===== src/rtl/lo_passthru_seq_if.sv =====
// Bundle between the LF read sequencer and its ARM-facing logic: cycle
// control and phase lengths in, drive enable and edge-period results out.
interface lo_passthru_seq_if #(
    parameter int CNT_W = 24,
    parameter int PER_W = 12,
    parameter int EC_W  = 16
);
    logic             start;
    logic             abort;
    logic [CNT_W-1:0] charge_len;
    logic [7:0]       guard_len;
    logic [CNT_W-1:0] listen_len;
    logic             cross_lo;
    logic             mod_en;
    logic             busy;
    logic             done;
    logic [PER_W-1:0] period;
    logic             period_valid;
    logic [EC_W-1:0]  edge_cnt;

    modport master (
        output start, abort, charge_len, guard_len, listen_len, cross_lo,
        input  mod_en, busy, done, period, period_valid, edge_cnt
    );

    modport slave (
        input  start, abort, charge_len, guard_len, listen_len, cross_lo,
        output mod_en, busy, done, period, period_valid, edge_cnt
    );
endinterface


===== src/rtl/lo_passthru_seq.sv =====
// LF charge-then-listen read sequencer: drives mod_en for the charge phase,
// waits a guard gap, then measures cross_lo rising-edge periods in a listen window.
module lo_passthru_seq #(
    parameter int CNT_W = 24,
    parameter int PER_W = 12,
    parameter int EC_W  = 16
) (
    input  logic             clk,
    input  logic             rst_n,
    lo_passthru_seq_if.slave bus
);
    typedef enum logic [2:0] {IDLE, CHARGE, GUARD, LISTEN, DONE} state_t;

    state_t           state_q;
    state_t           nxt_st_d;
    logic [CNT_W-1:0] cnt_q;
    logic [CNT_W-1:0] nxt_cnt_d;
    logic [7:0]       glen_q;
    logic [CNT_W-1:0] llen_q;
    logic [CNT_W-1:0] c_sel_d;
    logic [7:0]       g_sel_d;
    logic [CNT_W-1:0] l_sel_d;
    logic             advance_d;
    logic             edge_hit_d;

    logic             sync_p0_q;
    logic             sync_p1_q;
    logic             sync_p2_q;
    logic             rise_p3_q;

    logic             armed_q;
    logic [PER_W-1:0] per_cnt_q;
    logic             mod_en_q;
    logic             busy_q;
    logic             done_q;
    logic             pv_q;
    logic [PER_W-1:0] period_q;
    logic [EC_W-1:0]  edge_cnt_q;

    function automatic logic [PER_W-1:0] sat_inc_per(input logic [PER_W-1:0] v);
        return (&v) ? v : v + PER_W'(1);
    endfunction

    function automatic logic [EC_W-1:0] sat_inc_ec(input logic [EC_W-1:0] v);
        return (&v) ? v : v + EC_W'(1);
    endfunction

    // comparator input: 2-flop synchroniser, history flop, registered rise detect
    always_ff @(posedge clk) begin
        if (!rst_n) begin
            sync_p0_q <= 1'b0;
            sync_p1_q <= 1'b0;
            sync_p2_q <= 1'b0;
            rise_p3_q <= 1'b0;
        end else begin
            sync_p0_q <= bus.cross_lo;
            sync_p1_q <= sync_p0_q;
            sync_p2_q <= sync_p1_q;
            rise_p3_q <= sync_p1_q & ~sync_p2_q;
        end
    end

    // Next phase is the first remaining phase with a nonzero length; the
    // candidate lengths depend on which phases are still ahead of us.
    always_comb begin
        c_sel_d   = '0;
        g_sel_d   = '0;
        l_sel_d   = '0;
        nxt_st_d  = DONE;
        nxt_cnt_d = '0;
        case (state_q)
            IDLE: begin
                c_sel_d = bus.charge_len;
                g_sel_d = bus.guard_len;
                l_sel_d = bus.listen_len;
            end
            CHARGE: begin
                g_sel_d = glen_q;
                l_sel_d = llen_q;
            end
            GUARD:   l_sel_d = llen_q;
            default: ;
        endcase
        if (c_sel_d != '0) begin
            nxt_st_d  = CHARGE;
            nxt_cnt_d = c_sel_d - CNT_W'(1);
        end else if (g_sel_d != '0) begin
            nxt_st_d  = GUARD;
            nxt_cnt_d = CNT_W'(g_sel_d) - CNT_W'(1);
        end else if (l_sel_d != '0) begin
            nxt_st_d  = LISTEN;
            nxt_cnt_d = l_sel_d - CNT_W'(1);
        end
    end

    assign advance_d  = (state_q == IDLE) ? (bus.start && !bus.abort)
                      : ((state_q == CHARGE || state_q == GUARD || state_q == LISTEN) && cnt_q == '0);
    assign edge_hit_d = (state_q == LISTEN) && rise_p3_q && !bus.abort;

    always_ff @(posedge clk) begin
        if (!rst_n) begin
            state_q    <= IDLE;
            cnt_q      <= '0;
            glen_q     <= '0;
            llen_q     <= '0;
            mod_en_q   <= 1'b0;
            busy_q     <= 1'b0;
            done_q     <= 1'b0;
            pv_q       <= 1'b0;
            period_q   <= '0;
            edge_cnt_q <= '0;
            armed_q    <= 1'b0;
            per_cnt_q  <= '0;
        end else begin
            done_q <= 1'b0;
            pv_q   <= 1'b0;
            if (state_q != IDLE && bus.abort) begin
                state_q  <= IDLE;
                mod_en_q <= 1'b0;
                busy_q   <= 1'b0;
            end else if (state_q == DONE) begin
                state_q <= IDLE;
                busy_q  <= 1'b0;
            end else if (advance_d) begin
                state_q  <= nxt_st_d;
                cnt_q    <= nxt_cnt_d;
                mod_en_q <= (nxt_st_d == CHARGE);
                busy_q   <= 1'b1;
                done_q   <= (nxt_st_d == DONE);
            end else if (state_q != IDLE) begin
                cnt_q <= cnt_q - CNT_W'(1);
            end

            if (state_q == IDLE && advance_d) begin
                glen_q     <= bus.guard_len;
                llen_q     <= bus.listen_len;
                edge_cnt_q <= '0;
                armed_q    <= 1'b0;
            end

            // first edge only arms; later edges report the elapsed count + 1
            if (edge_hit_d) begin
                edge_cnt_q <= sat_inc_ec(edge_cnt_q);
                if (armed_q) begin
                    period_q <= sat_inc_per(per_cnt_q);
                    pv_q     <= 1'b1;
                end
                armed_q   <= 1'b1;
                per_cnt_q <= '0;
            end else if (armed_q) begin
                per_cnt_q <= sat_inc_per(per_cnt_q);
            end
        end
    end

    assign bus.mod_en       = mod_en_q;
    assign bus.busy         = busy_q;
    assign bus.done         = done_q;
    assign bus.period       = period_q;
    assign bus.period_valid = pv_q;
    assign bus.edge_cnt     = edge_cnt_q;
endmodule


===== src/flat_wrapper.sv =====
// flat-port wrapper written by rule: the top's interface ports become plain ports
module lo_passthru_seq_flat 
#(
    parameter int CNT_W = 24,
    parameter int PER_W = 12,
    parameter int EC_W  = 16
)
  (clk, rst_n, bus_start, bus_abort, bus_charge_len, bus_guard_len, bus_listen_len, bus_cross_lo, bus_mod_en, bus_busy, bus_done, bus_period, bus_period_valid, bus_edge_cnt);
  lo_passthru_seq_if #(.CNT_W(CNT_W), .PER_W(PER_W), .EC_W(EC_W)) bus_i ();
  input  logic clk;
  input  logic rst_n;
  input wire logic [$bits(bus_i.start)-1:0] bus_start;
  input wire logic [$bits(bus_i.abort)-1:0] bus_abort;
  input wire logic [$bits(bus_i.charge_len)-1:0] bus_charge_len;
  input wire logic [$bits(bus_i.guard_len)-1:0] bus_guard_len;
  input wire logic [$bits(bus_i.listen_len)-1:0] bus_listen_len;
  input wire logic [$bits(bus_i.cross_lo)-1:0] bus_cross_lo;
  output wire logic [$bits(bus_i.mod_en)-1:0] bus_mod_en;
  output wire logic [$bits(bus_i.busy)-1:0] bus_busy;
  output wire logic [$bits(bus_i.done)-1:0] bus_done;
  output wire logic [$bits(bus_i.period)-1:0] bus_period;
  output wire logic [$bits(bus_i.period_valid)-1:0] bus_period_valid;
  output wire logic [$bits(bus_i.edge_cnt)-1:0] bus_edge_cnt;
  assign bus_i.start = bus_start;
  assign bus_i.abort = bus_abort;
  assign bus_i.charge_len = bus_charge_len;
  assign bus_i.guard_len = bus_guard_len;
  assign bus_i.listen_len = bus_listen_len;
  assign bus_i.cross_lo = bus_cross_lo;
  assign bus_mod_en = bus_i.mod_en;
  assign bus_busy = bus_i.busy;
  assign bus_done = bus_i.done;
  assign bus_period = bus_i.period;
  assign bus_period_valid = bus_i.period_valid;
  assign bus_edge_cnt = bus_i.edge_cnt;
  lo_passthru_seq #(.CNT_W(CNT_W), .PER_W(PER_W), .EC_W(EC_W)) u_core (.clk(clk), .rst_n(rst_n), .bus(bus_i));
endmodule

===== config.mk =====
export PLATFORM = sky130hd
export DESIGN_NAME = lo_passthru_seq_flat
export DESIGN_NICKNAME = d
export VERILOG_FILES = /design/src/rtl/lo_passthru_seq_if.sv /design/src/rtl/lo_passthru_seq.sv /design/src/flat_wrapper.sv
export SDC_FILE = /design/constraint.sdc
export NUM_CORES = 1
export LEC_CHECK = 0
export ABC_CLOCK_PERIOD_IN_PS = 6250
export CORE_ASPECT_RATIO = 1.4
export CORE_MARGIN = 3
export CORE_UTILIZATION = 40
export CTS_BUF_LIST = sky130_fd_sc_hd__clkbuf_16
export DETAILED_ROUTE_END_ITERATION = 10
export PLACE_DENSITY = 0.69
export SLEW_MARGIN = 20
export SYNTH_ARGS = -nofsm -noshare
export SYNTH_HDL_FRONTEND = slang
export SYNTH_SLANG_ARGS = --single-unit

===== constraint.sdc =====
create_clock -name clk -period 6.25 [get_ports clk]
set_input_delay 1.25 -clock clk [delete_from_list [all_inputs] [get_ports clk]]
set_output_delay 1.25 -clock clk [all_outputs]
set_load 0.005 [all_outputs]

==> out/results.ini, run 1 <==
[hold_path]
worst_hold_path_type=reg -> reg
worstHoldStart=u_core.sync_p2_q

[die]
starting_utilization_of_the_core_area_pct=41.07
placement_rows=57
floorplan.die.width_um=119.2
design.die.area_um2=19600
die_height_um=164.5
boundaryPins=93
core_area_um2=17470

[synthesis]
asyncSetResetFlopFracSynth_pct=0
postSynth.topFlopCell=sky130_fd_sc_hd__dfxtp_1
syn_nets=990
synth_cells=921
synth_sequential_area_ratio_pct=30.13
number_of_flops_mapped_to_enable_cells_by_yosys=0
yosys_register_bits=108
synth_area_leader_cell=sky130_fd_sc_hd__dfxtp_1
synth_commonest_cells=sky130_fd_sc_hd__nand2_1 (120), sky130_fd_sc_hd__dfxtp_1 (108), sky130_fd_sc_hd__nor2_1 (107), sky130_fd_sc_hd__a21oi_1 (69), sky130_fd_sc_hd__o21ai_0 (42)
synth_area_leaders=sky130_fd_sc_hd__dfxtp_1 (30%), sky130_fd_sc_hd__nand2_1 (6.3%), sky130_fd_sc_hd__nor2_1 (5.6%)
synth.distinct_cells=87
cell_area_synth_um2=7176
synth_top_cell_area_share_pct=30.13
synth.avg_cell_area_um2=7.791
post-synth-top-count-cell=sky130_fd_sc_hd__nand2_1
ys.warnings.count=0

[timing]
final.setup_skew_ns=0.009630
timing_max_transition_violations_final=0
timing.final.setup_violations=0
fin_crit_sh_pct=63.08
worst_slew_slack_as_a_fraction_of_its_limit_pct=27.06
hold_violations=0
final.hold.worst_slack_ns=0.4009
period_needed_ns=3.943
max_freq_mhz=253.6
rsz0062_at_grt=no
worstMarginPinSlew_ns=1.084
finalSetupTns_ns=0

[clock_network]
clock_tree_from_tritoncts=built
cts.clk_slew.worst_paths_ns=0.07
holdBufCountCts=0
cts_made_buffers=9
ctsLongestPathBuffers=2
htree_levels=3
cts.sink_count=108
clk_root_buffer_cell=sky130_fd_sc_hd__clkbuf_16
post_cts_resize_count=0
clkLatencyLatePin_ns=0.36
cts.repair_timing.setup_buffer_count=0

[placement]
numPlacedInstances=1201
io_buffer_count=92
placement.cell_area_um2=8173
place_congestion=0.9395
detailed_place_hpwl_um=14750

[worst_setup_path]
crit_path_end_kind=flop
timing.critical_path.fanout_max=14
r2r-start=u_core.state_q[1]
crit_path_max_delay_family=simple AND/OR/NAND/NOR gates
cell_at_the_slowest_stage_of_the_critical_path=sky130_fd_sc_hd__or4_1
startpoint=bus_charge_len[14]
critical_path_required_ns=6.52
worstPathBufferInverterCount=1
timing_worst_setup_path_type=in -> reg
critical_path.max_stage_delay_ns=0.49
crit_path_cell_trace=clkdlybuf4s50_1 > or3_4 > or4_1 > o31ai_2 > and2b_4 > nand3_2 > o211a_1 > a211oi_2
worst_setup_path_start_kind=primary input
critical_path_arrival_ns=4.21

[power_and_ir_drop]
power.static_leakage_nw=2.926
peakVddDrop_v=0.0001593
total_power_draw_mw=1.821
cellPowerDensity_nw_per_um2=214.7

[detailed_routing]
routed_via_density=5.657
detailed_router_s_first_iteration_violation_count=498
drt.antenna.violating_nets=0
drt_first_pass_iters=5
route.final.wire_length_um=20220
remaining_drc_errors=0
route.detailed.wl_per_inst_um=16.62
routed-via-count=6884

[grt]
antenna_found_initial=0
grt_pass1_vias=6487
grt_pass1_wl_um=32950
groute.usage.overall_pct=20.32
grt_max_degree=50
globalRouteOverflowTotal=0

[cells_and_area]
fin_area_um2=8481
post_layout_nonfiller_instances=1217
flow.area_growth_from_synthesis_pct=18.19
layout.nets=1045
n_antenna_cell=0
drive_gt1_share_pct=7.543

[flow_run]
cap_viol_max_count=0

[status]
run_status=complete, no violations

-- final cells by class --
| class | count | area (µm²) |
|---|---|---|
| fillers | 1730 | 8992 |
| clock buffers | 9 | 225.2 |
| well taps | 236 | 295.3 |
| clock inverters | 7 | 80.08 |
| flip-flops and latches | 108 | 2165 |
| repair buffers | 103 | 1003 |
| inverters | 8 | 30.03 |
| multi-input cells | 746 | 4682 |
-- cell families (layout without fill, tap and decap cells) --
group / Yosys count / count (layout) / share of synthesized area (%)
buffers and inverters: 67 / 127 / 4.813
AOI/OAI and AO/OA: 242 / 242 / 23.03
and+or+nand+nor: 411 / 411 / 29.45
adders and majority gates: 8 / 8 / 1.395
muxes: 27 / 27 / 3.836
xor gates and xnor gates: 58 / 58 / 7.341
DFF: 108 / 108 / 30.13
-- stage by stage --
step                      worst slack (ns)  util (%)
after floorplan                      2.745         -
after CTS                            2.323     48.52
final                                2.307     48.54
after global placement               2.027     46.77
after global routing                 2.040     48.54
after detailed placement             2.008     46.77
-- registers in the layout, indices dropped and copies added, names as in the netlist --
name / flops
u_core.armed_q: 1
u_core.bus.busy: 1
u_core.bus.done: 1
u_core.bus.edge_cnt: 16
u_core.bus.mod_en: 1
u_core.bus.period: 12
u_core.bus.period_valid: 1
u_core.cnt_q: 24
u_core.glen_q: 8
u_core.llen_q: 24
u_core.per_cnt_q: 12
u_core.rise_p3_q: 1
u_core.state_q: 3
u_core.sync_p0_q: 1
u_core.sync_p1_q: 1
u_core.sync_p2_q: 1
-- report_power, final --
part	leakage [nW]	total (mW)	switching, mW	internal (mW)
clock	0.149	0.601	0.283	0.318
combinational	1.90	0.467	0.280	0.187
sequential	0.878	0.753	0.0320	0.721
total	2.93	1.82	0.596	1.23
-- placed cells by master, fill, tap and decap left out, drive strengths merged, types with 8 or more instances in the layout --
cell / netlist / layout
ha: 8 / 8
o21ai: 47 / 47
mux2i: 23 / 23
o21a: 11 / 11
xnor2: 22 / 22
nand2: 121 / 121
and4: 9 / 9
nand2b: 10 / 10
or2: 8 / 8
nand4: 9 / 9
inv: 8 / 12
clkbuf: 34 / 9
dfxtp: 108 / 108
nand3: 27 / 27
o211ai: 8 / 8
nor2: 108 / 108
or3: 14 / 14
clkdlybuf4s50: 0 / 92
nor4: 12 / 12
buf: 25 / 11
nor3: 30 / 30
nand3b: 13 / 13
a21oi: 70 / 70
xor2: 36 / 36
and3: 11 / 11
a31oi: 26 / 26
a211oi: 17 / 17
-- path summary, 6_finish.rpt --
path / to / slack, ns / depth (start not counted)
worst max-delay path: u_core.cnt_q[14] / 2.31 / 8
worst min register to register: u_core.rise_p3_q / 0.40 / 1
worst min-delay path: u_core.rise_p3_q / 0.40 / 1
worst max register to register: u_core.cnt_q[18] / 2.81 / 11
-- metal layers --
metal	vias up	part of all wire, %	track usage (%)
li1	3455	-	-
met1	3174	44	26.03
met2	227	49	35.04
met3	28	5.7	3.255
met4	0	2.0	6.326
met5	-	0	0
Note: power is estimated with default switching activity, not from simulation.
==> inputs of run 2 (changes only) <==
--- a/config.mk
+++ b/config.mk
@@ -5,7 +5,7 @@
 export SDC_FILE = /design/constraint.sdc
 export NUM_CORES = 1
 export LEC_CHECK = 0
-export ABC_CLOCK_PERIOD_IN_PS = 6250
+export ABC_CLOCK_PERIOD_IN_PS = 3910
 export CORE_ASPECT_RATIO = 1.4
 export CORE_MARGIN = 3
 export CORE_UTILIZATION = 40
==> constraint.sdc (replaced) <==
create_clock -name clk -period 3.91 [get_ports clk]
set_input_delay 0.782 -clock clk [delete_from_list [all_inputs] [get_ports clk]]
set_output_delay 0.782 -clock clk [all_outputs]
set_load 0.005 [all_outputs]
==> run 2 against run 1 <==
Non-clock buffer count up 22. Clock power up 51%. Worst setup slack worse by 1.7 ns. First-iteration DRC count down 9.6%. Global-route usage up 0.65 points. Total power up 58%. Highest routed layer unchanged. Design area up 1.8%. Critical path depth up 1.
==> out/results.ini, run 2 (synthesis results as in run 1) <==
[die]
core_area_um2=17470  ; unchanged
die_height_um=164.5  ; unchanged
placement_rows=57  ; unchanged
floorplan.die.width_um=119.2  ; unchanged
starting_utilization_of_the_core_area_pct=41.07  ; unchanged
boundaryPins=93  ; unchanged
design.die.area_um2=19600  ; unchanged

[worst_setup_path]
critical_path_arrival_ns=3.53  ; was 4.21 ns
crit_path_cell_trace=clkdlybuf4s50_1 > or4_1 > nor4_4 > a22oi_4 > nor4_1 > mux2_2 > a21oi_1 > o21ai_1 > a32o_1  ; was clkdlybuf4s50_1 > or3_4 > or4_1 > o31ai_2 > and2b_4 > nand3_2 > o211a_1 > a211oi_2
critical_path_required_ns=4.16  ; was 6.52 ns
worst_setup_path_start_kind=primary input  ; unchanged
cell_at_the_slowest_stage_of_the_critical_path=sky130_fd_sc_hd__or4_1  ; unchanged
critical_path.max_stage_delay_ns=0.65  ; was 0.49 ns
crit_path_end_kind=flop  ; unchanged
timing.critical_path.fanout_max=10  ; was 14
timing_worst_setup_path_type=in -> reg  ; unchanged

[detailed_routing]
route.final.wire_length_um=20850  ; was 20220 µm
detailed_router_s_first_iteration_violation_count=450  ; was 498
remaining_drc_errors=0  ; unchanged
routed-via-count=6974  ; was 6884
routed_via_density=5.629  ; was 5.657
route.detailed.wl_per_inst_um=16.83  ; was 16.62 µm
drt.antenna.violating_nets=0  ; unchanged
drt_first_pass_iters=7  ; was 5

[placement]
place_congestion=0.9653  ; was 0.9395
place_ws_ns=0.2406  ; was 2.008 ns
detailed_place_hpwl_um=15380  ; was 14750 µm
io_buffer_count=92  ; unchanged

[status]
run_status=complete, no violations  ; unchanged

[cells_and_area]
layout.nets=1067  ; was 1045
drive_gt1_share_pct=9.472  ; was 7.543%
most_frequent_cells_in_the_layout=sky130_fd_sc_hd__nand2_1 (120), sky130_fd_sc_hd__nor2_1 (107), sky130_fd_sc_hd__dfxtp_1 (106)  ; was sky130_fd_sc_hd__nand2_1 (120), sky130_fd_sc_hd__nor2_1 (106), sky130_fd_sc_hd__dfxtp_1 (106)
flow.area_growth_from_synthesis_pct=20.30  ; was 18.19%
n_antenna_cell=0  ; unchanged
final.fill_count=1706  ; was 1730
mostFrequentLayoutCell=sky130_fd_sc_hd__nand2_1  ; unchanged

[timing]
timing.final.setup_violations=0  ; unchanged
fin_crit_sh_pct=83.83
worstMarginPinSlew_ns=1.130  ; was 1.084 ns
final.setup_skew_ns=0.01252  ; was 0.009630 ns
max_freq_mhz=305.1
rsz0062_at_grt=no  ; unchanged
timing_max_transition_violations_final=0  ; unchanged
finalSetupTns_ns=0  ; unchanged
period_needed_ns=3.278
setup_ws_ns=0.6321  ; was 2.307 ns
worst_slew_slack_as_a_fraction_of_its_limit_pct=23.97  ; was 27.06%
hold_violations=0  ; unchanged

[flow_run]
cap_viol_max_count=0  ; unchanged

[grt]
grt_pass1_wl_um=33660  ; was 32950 µm
groute.usage.overall_pct=20.98  ; was 20.32%
grt_pass1_vias=6572  ; was 6487
antenna_found_initial=0  ; unchanged
grt_max_degree=41  ; was 50
globalRouteOverflowTotal=0  ; unchanged

[clock_network]
clock_tree_from_tritoncts=built  ; unchanged
clk_root_buffer_cell=sky130_fd_sc_hd__clkbuf_16  ; unchanged
holdBufCountCts=0  ; unchanged
cts.sink_count=108  ; unchanged
htree_levels=3  ; unchanged
clkLatencyLatePin_ns=0.37  ; was 0.36 ns
post_cts_resize_count=0  ; unchanged
ctsLongestPathBuffers=2  ; unchanged
cts_made_buffers=9  ; unchanged
cts.repair_timing.setup_buffer_count=0  ; unchanged
cts.clk_slew.worst_paths_ns=0.07  ; about the same

[power_and_ir_drop]
cellPowerDensity_nw_per_um2=333.8  ; was 214.7 nW/µm²
power.static_leakage_nw=3.030  ; was 2.926 nW
peakVddDrop_v=0.0002368  ; was 0.0001593 V

[hold_path]
worst_hold_path_type=reg -> reg  ; unchanged

## run 2: layout make-up
cell class | instances | area [µm²] | share of cell area, %
timing repair buffer | 125 | 1181 | 13.68
tap | 236 | 295.3 | 3.421
inverter | 8 | 30.03 | 0.3479
multi-input combinational | 746 | 4679 | 54.21
clock inverter | 7 | 56.30 | 0.6523
sequential | 108 | 2165 | 25.08
clock buffer | 9 | 225.2 | 2.609
## run 2: final timing paths
path / start / endpoint / slack (ns) / cells after the start
worst max-delay path: bus_charge_len[5] / u_core.cnt_q[22] / 0.63 / 9
worst min-delay path: u_core.sync_p2_q / u_core.rise_p3_q / 0.39 / 1
worst min register to register: u_core.sync_p2_q / u_core.rise_p3_q / 0.39 / 1
worst max register to register: u_core.state_q[2] / u_core.cnt_q[0] / 0.79 / 9
## run 2: report_power, final
| part | internal [mW] | switching (mW) | leakage (nW) |
|---|---|---|---|
| logic | 0.314 | 0.453 | 2.01 |
| registers | 1.15 | 0.0551 | 0.878 |
| clock network | 0.444 | 0.464 | 0.142 |
| total | 1.91 | 0.972 | 3.03 |
## run 2: worst max-delay path: cells and delay by family
kind                   cells  cell delay (ns)
and+or+nand+nor            3             1.28
AOI/OAI and AO/OA          4             0.61
buffers and inverters      1             0.48
muxes                      1             0.37
## run 2: through the flow
stage	utilization [%]	power, mW	cell area (µm²)	std cells	hold slack, ns
after floorplan	-	1.730	7176	921	0.3674
after global placement	47.79	1.982	8351	1223	0.3827
after detailed placement	47.79	1.986	8351	1223	0.3818
after CTS	49.40	2.892	8632	1239	0.3964
after global routing	49.40	3.026	8632	1239	0.4195
final	49.40	2.882	8632	1239	0.3936
## run 2: per-layer routing
| metal | vias to the layer above | part of all wire [%] | wire (µm) | global-route usage [%] |
|---|---|---|---|---|
| li1 | 3503 | - | - | - |
| met1 | 3258 | 45 | 9340 | 27.39 |
| met2 | 176 | 48 | 10110 | 35.50 |
| met3 | 37 | 4.0 | 841 | 2.741 |
| met4 | 0 | 2.7 | 563 | 7.591 |
| met5 | - | 0 | 0 | 0 |
==> inputs of run 3 (changes only) <==
--- a/config.mk
+++ b/config.mk
@@ -5,7 +5,7 @@
 export SDC_FILE = /design/constraint.sdc
 export NUM_CORES = 1
 export LEC_CHECK = 0
-export ABC_CLOCK_PERIOD_IN_PS = 3910
+export ABC_CLOCK_PERIOD_IN_PS = 3300
 export CORE_ASPECT_RATIO = 1.4
 export CORE_MARGIN = 3
 export CORE_UTILIZATION = 40
==> constraint.sdc (replaced) <==
create_clock -name clk -period 3.3 [get_ports clk]
set_input_delay 0.66 -clock clk [delete_from_list [all_inputs] [get_ports clk]]
set_output_delay 0.66 -clock clk [all_outputs]
set_load 0.005 [all_outputs]
==> run 3 against run 2 <==
Critical path depth did not move. Sequential power rose by 18%. Combinational power rose by 24%. Highest routed layer unchanged.
==> out/results.ini, run 3 (synthesis results as in run 1) <==
[status]
run_status=complete, no violations  ; unchanged

[clock_network]
clock_tree_from_tritoncts=built  ; unchanged
cts_made_buffers=9  ; unchanged
clkLatencyLatePin_ns=0.37  ; about the same
cts.sink_count=108  ; unchanged
ctsLongestPathBuffers=2  ; unchanged
post_cts_resize_count=0  ; unchanged
cts.repair_timing.setup_buffer_count=0  ; unchanged
clk_root_buffer_cell=sky130_fd_sc_hd__clkbuf_16  ; unchanged
holdBufCountCts=0  ; unchanged
cts.clk_slew.worst_paths_ns=0.07  ; about the same
htree_levels=3  ; unchanged

[detailed_routing]
routed-via-count=7154  ; was 6974
routed_via_density=5.624  ; was 5.629
remaining_drc_errors=0  ; unchanged
detailed_router_s_first_iteration_violation_count=487  ; was 450
route.detailed.wl_per_inst_um=16.37  ; was 16.83 µm
drt_first_pass_iters=5  ; was 7
route.final.wire_length_um=20820  ; was 20850 µm
drt.antenna.violating_nets=0  ; unchanged

[worst_setup_path]
timing.critical_path.fanout_max=16  ; was 10
critical_path.reg2reg.endpoint=u_core.cnt_q[13]  ; was u_core.cnt_q[0]
crit_path_end_kind=flop  ; unchanged
critical_path.max_stage_delay_ns=0.61  ; was 0.65 ns
worst_r2r_path_depth=9  ; unchanged
crit_path_cell_trace=buf_4 > mux2i_1 > a2bb2oi_1 > a41oi_1 > or3_1 > or4_1 > xor2_1 > nor2_1 > o311a_1  ; was clkdlybuf4s50_1 > or4_1 > nor4_4 > a22oi_4 > nor4_1 > mux2_2 > a21oi_1 > o21ai_1 > a32o_1
r2r-start=u_core.state_q[1]  ; was u_core.state_q[2]
rrSetupSlack_ns=0.34  ; was 0.79 ns
worst_setup_path_start_kind=flop  ; was primary input
crit_path_max_delay_family=simple AND/OR/NAND/NOR gates  ; unchanged
critical_path_required_ns=3.55  ; was 4.16 ns
cell_at_the_slowest_stage_of_the_critical_path=sky130_fd_sc_hd__dfxtp_2  ; was sky130_fd_sc_hd__or4_1
timing_worst_setup_path_type=reg -> reg  ; was in -> reg
worstPathBufferInverterCount=1  ; unchanged
critical_path_arrival_ns=3.21  ; was 3.53 ns

[cells_and_area]
post_layout_nonfiller_instances=1272  ; was 1239
drive_gt1_share_pct=12.36  ; was 9.472%
layout.nets=1100  ; was 1067
flow.area_growth_from_synthesis_pct=24.64  ; was 20.30%
n_antenna_cell=0  ; unchanged
final.fill_count=1691  ; was 1706
mostFrequentLayoutCell=sky130_fd_sc_hd__nand2_1  ; unchanged
final_core_util_pct=51.19  ; was 49.40%
most_frequent_cells_in_the_layout=sky130_fd_sc_hd__nand2_1 (120), sky130_fd_sc_hd__nor2_1 (107), sky130_fd_sc_hd__dfxtp_1 (106)  ; unchanged
fin_area_um2=8944  ; was 8632 µm²

[power_and_ir_drop]
peakVddDrop_v=0.0002524  ; was 0.0002368 V
p_int_mw=2.371  ; was 1.910 mW
power_switching_share_pct=32.75  ; was 33.73%
comb_power_share_pct=27.0  ; was 26.6%
power.share.clock_pct=32.6  ; was 31.5%
power.static_leakage_nw=3.205  ; was 3.030 nW
power.net_switching_mw=1.154  ; was 0.9720 mW
power.share.sequential_pct=40.4  ; was 41.9%
cellPowerDensity_nw_per_um2=394.2  ; was 333.8 nW/µm²

[die]
die_height_um=164.5  ; unchanged
floorplan.die.width_um=119.2  ; unchanged
placement_rows=57  ; unchanged
core_area_um2=17470  ; unchanged
starting_utilization_of_the_core_area_pct=41.07  ; unchanged
boundaryPins=93  ; unchanged
design.die.area_um2=19600  ; unchanged

[timing]
rsz0062_at_grt=no  ; unchanged
hold_violations=0  ; unchanged
final.hold.worst_slack_ns=0.3897  ; was 0.3936 ns
max_freq_mhz=337.6
timing_max_transition_violations_final=0  ; unchanged
timing.final.setup_violations=0  ; unchanged
worstMarginPinSlew_ns=0.6715  ; was 1.130 ns
worst_slew_slack_as_a_fraction_of_its_limit_pct=54.89  ; was 23.97%
final.setup_skew_ns=0.01098  ; was 0.01252 ns
period_needed_ns=2.962
finalSetupTns_ns=0  ; unchanged
fin_crit_sh_pct=89.75

[hold_path]
hold_end=u_core.rise_p3_q  ; unchanged
timing.hold.worst_path_depth=1  ; unchanged
worst_hold_path_type=reg -> reg  ; unchanged
worstHoldStart=u_core.sync_p2_q  ; unchanged

[grt]
gr-usage-met2_pct=36.74  ; was 35.50%
antenna_found_initial=0  ; unchanged
gr-max-usage-layer=met2  ; unchanged
groute.usage.overall_pct=21.16  ; was 20.98%
grt_max_degree=35  ; was 41
global_route_met1_usage_pct=26.58  ; was 27.39%
grt_pass1_vias=6862  ; was 6572
grt_pass1_wl_um=34160  ; was 33660 µm
globalRouteOverflowTotal=0  ; unchanged
met3_global_route_usage_pct=3.186  ; was 2.741%

[flow_run]
cap_viol_max_count=0  ; unchanged

[placement]
detailed_place_hpwl_um=15650  ; was 15380 µm
io_buffer_count=92  ; unchanged
numPlacedInstances=1256  ; was 1223
place_congestion=0.9553  ; was 0.9653
placement.cell_area_um2=8638  ; was 8351 µm²

[run 3: cell types whose count changed in the layout (fill, tap and decap cells not counted), sizes merged]
cell,change
clkinv,-2
clkinvlp,+2
bufinv,+1
buf,+33
inv,-1
[run 3: worst reg2reg max path: cells and delay by family (launching register included)]
family / cells / cell delay [ns]
multiplexers: 1 / 0.19
AND/OR/NAND/NOR: 3 / 0.89
buffers and inverters: 1 / 0.23
AO/OA/AOI/OAI: 3 / 0.74
flip-flops: 1 / 0.61
XOR/XNOR: 1 / 0.19
[run 3: power groups by stage]
stage	registers (mW)	clock network (mW)	logic [mW]
CTS	1.42	1.16	0.942
floorplan	1.44	0	0.614
finish	1.43	1.15	0.952
global route	1.44	1.20	1.05
detailed placement	1.45	0	0.936
global placement	1.45	0	0.931
[run 3: per-layer routing]
metal	up-vias	routed length [µm]
met5	-	0
met4	0	510
met3	36	967
li1	3564	-
met2	190	10220
met1	3364	9122
[run 3: area by class of cell]
class | count | area, µm² | area share, %
inverter | 8 | 30.03 | 0.3358
sequential | 108 | 2165 | 24.20
clock buffer | 9 | 225.2 | 2.518
multi-input combinational | 746 | 4695 | 52.49
timing repair buffer | 158 | 1454 | 16.26
tap | 236 | 295.3 | 3.302
clock inverter | 7 | 80.08 | 0.8954
[run 3: worst max-delay path by stage]
| stage | start | to | slack, ns | cells past startpoint |
|---|---|---|---|---|
| 6_report | u_core.state_q[1] | u_core.cnt_q[13] | 0.34 | 9 |
| 3_3_place_gp | bus_charge_len[14] | u_core.cnt_q[17] | 0.05 | 9 |
| 5_1_grt | u_core.state_q[1] | u_core.cnt_q[5] | 0.16 | 11 |
| 2_1_floorplan | u_core.state_q[0] | u_core.cnt_q[22] | -0.005 | 16 |
| 3_5_place_dp | bus_charge_len[14] | u_core.cnt_q[17] | 0.05 | 9 |
| 4_1_cts | bus_charge_len[14] | u_core.cnt_q[0] | 0.37 | 8 |
[run 3: metrics by stage]
step / worst slack (ns) / power [mW]
after floorplan: -0.005226 / 2.053
after global placement: 0.05072 / 2.384
after detailed placement: 0.04856 / 2.390
after CTS: 0.3709 / 3.529
after global routing: 0.1637 / 3.689
final: 0.3383 / 3.525
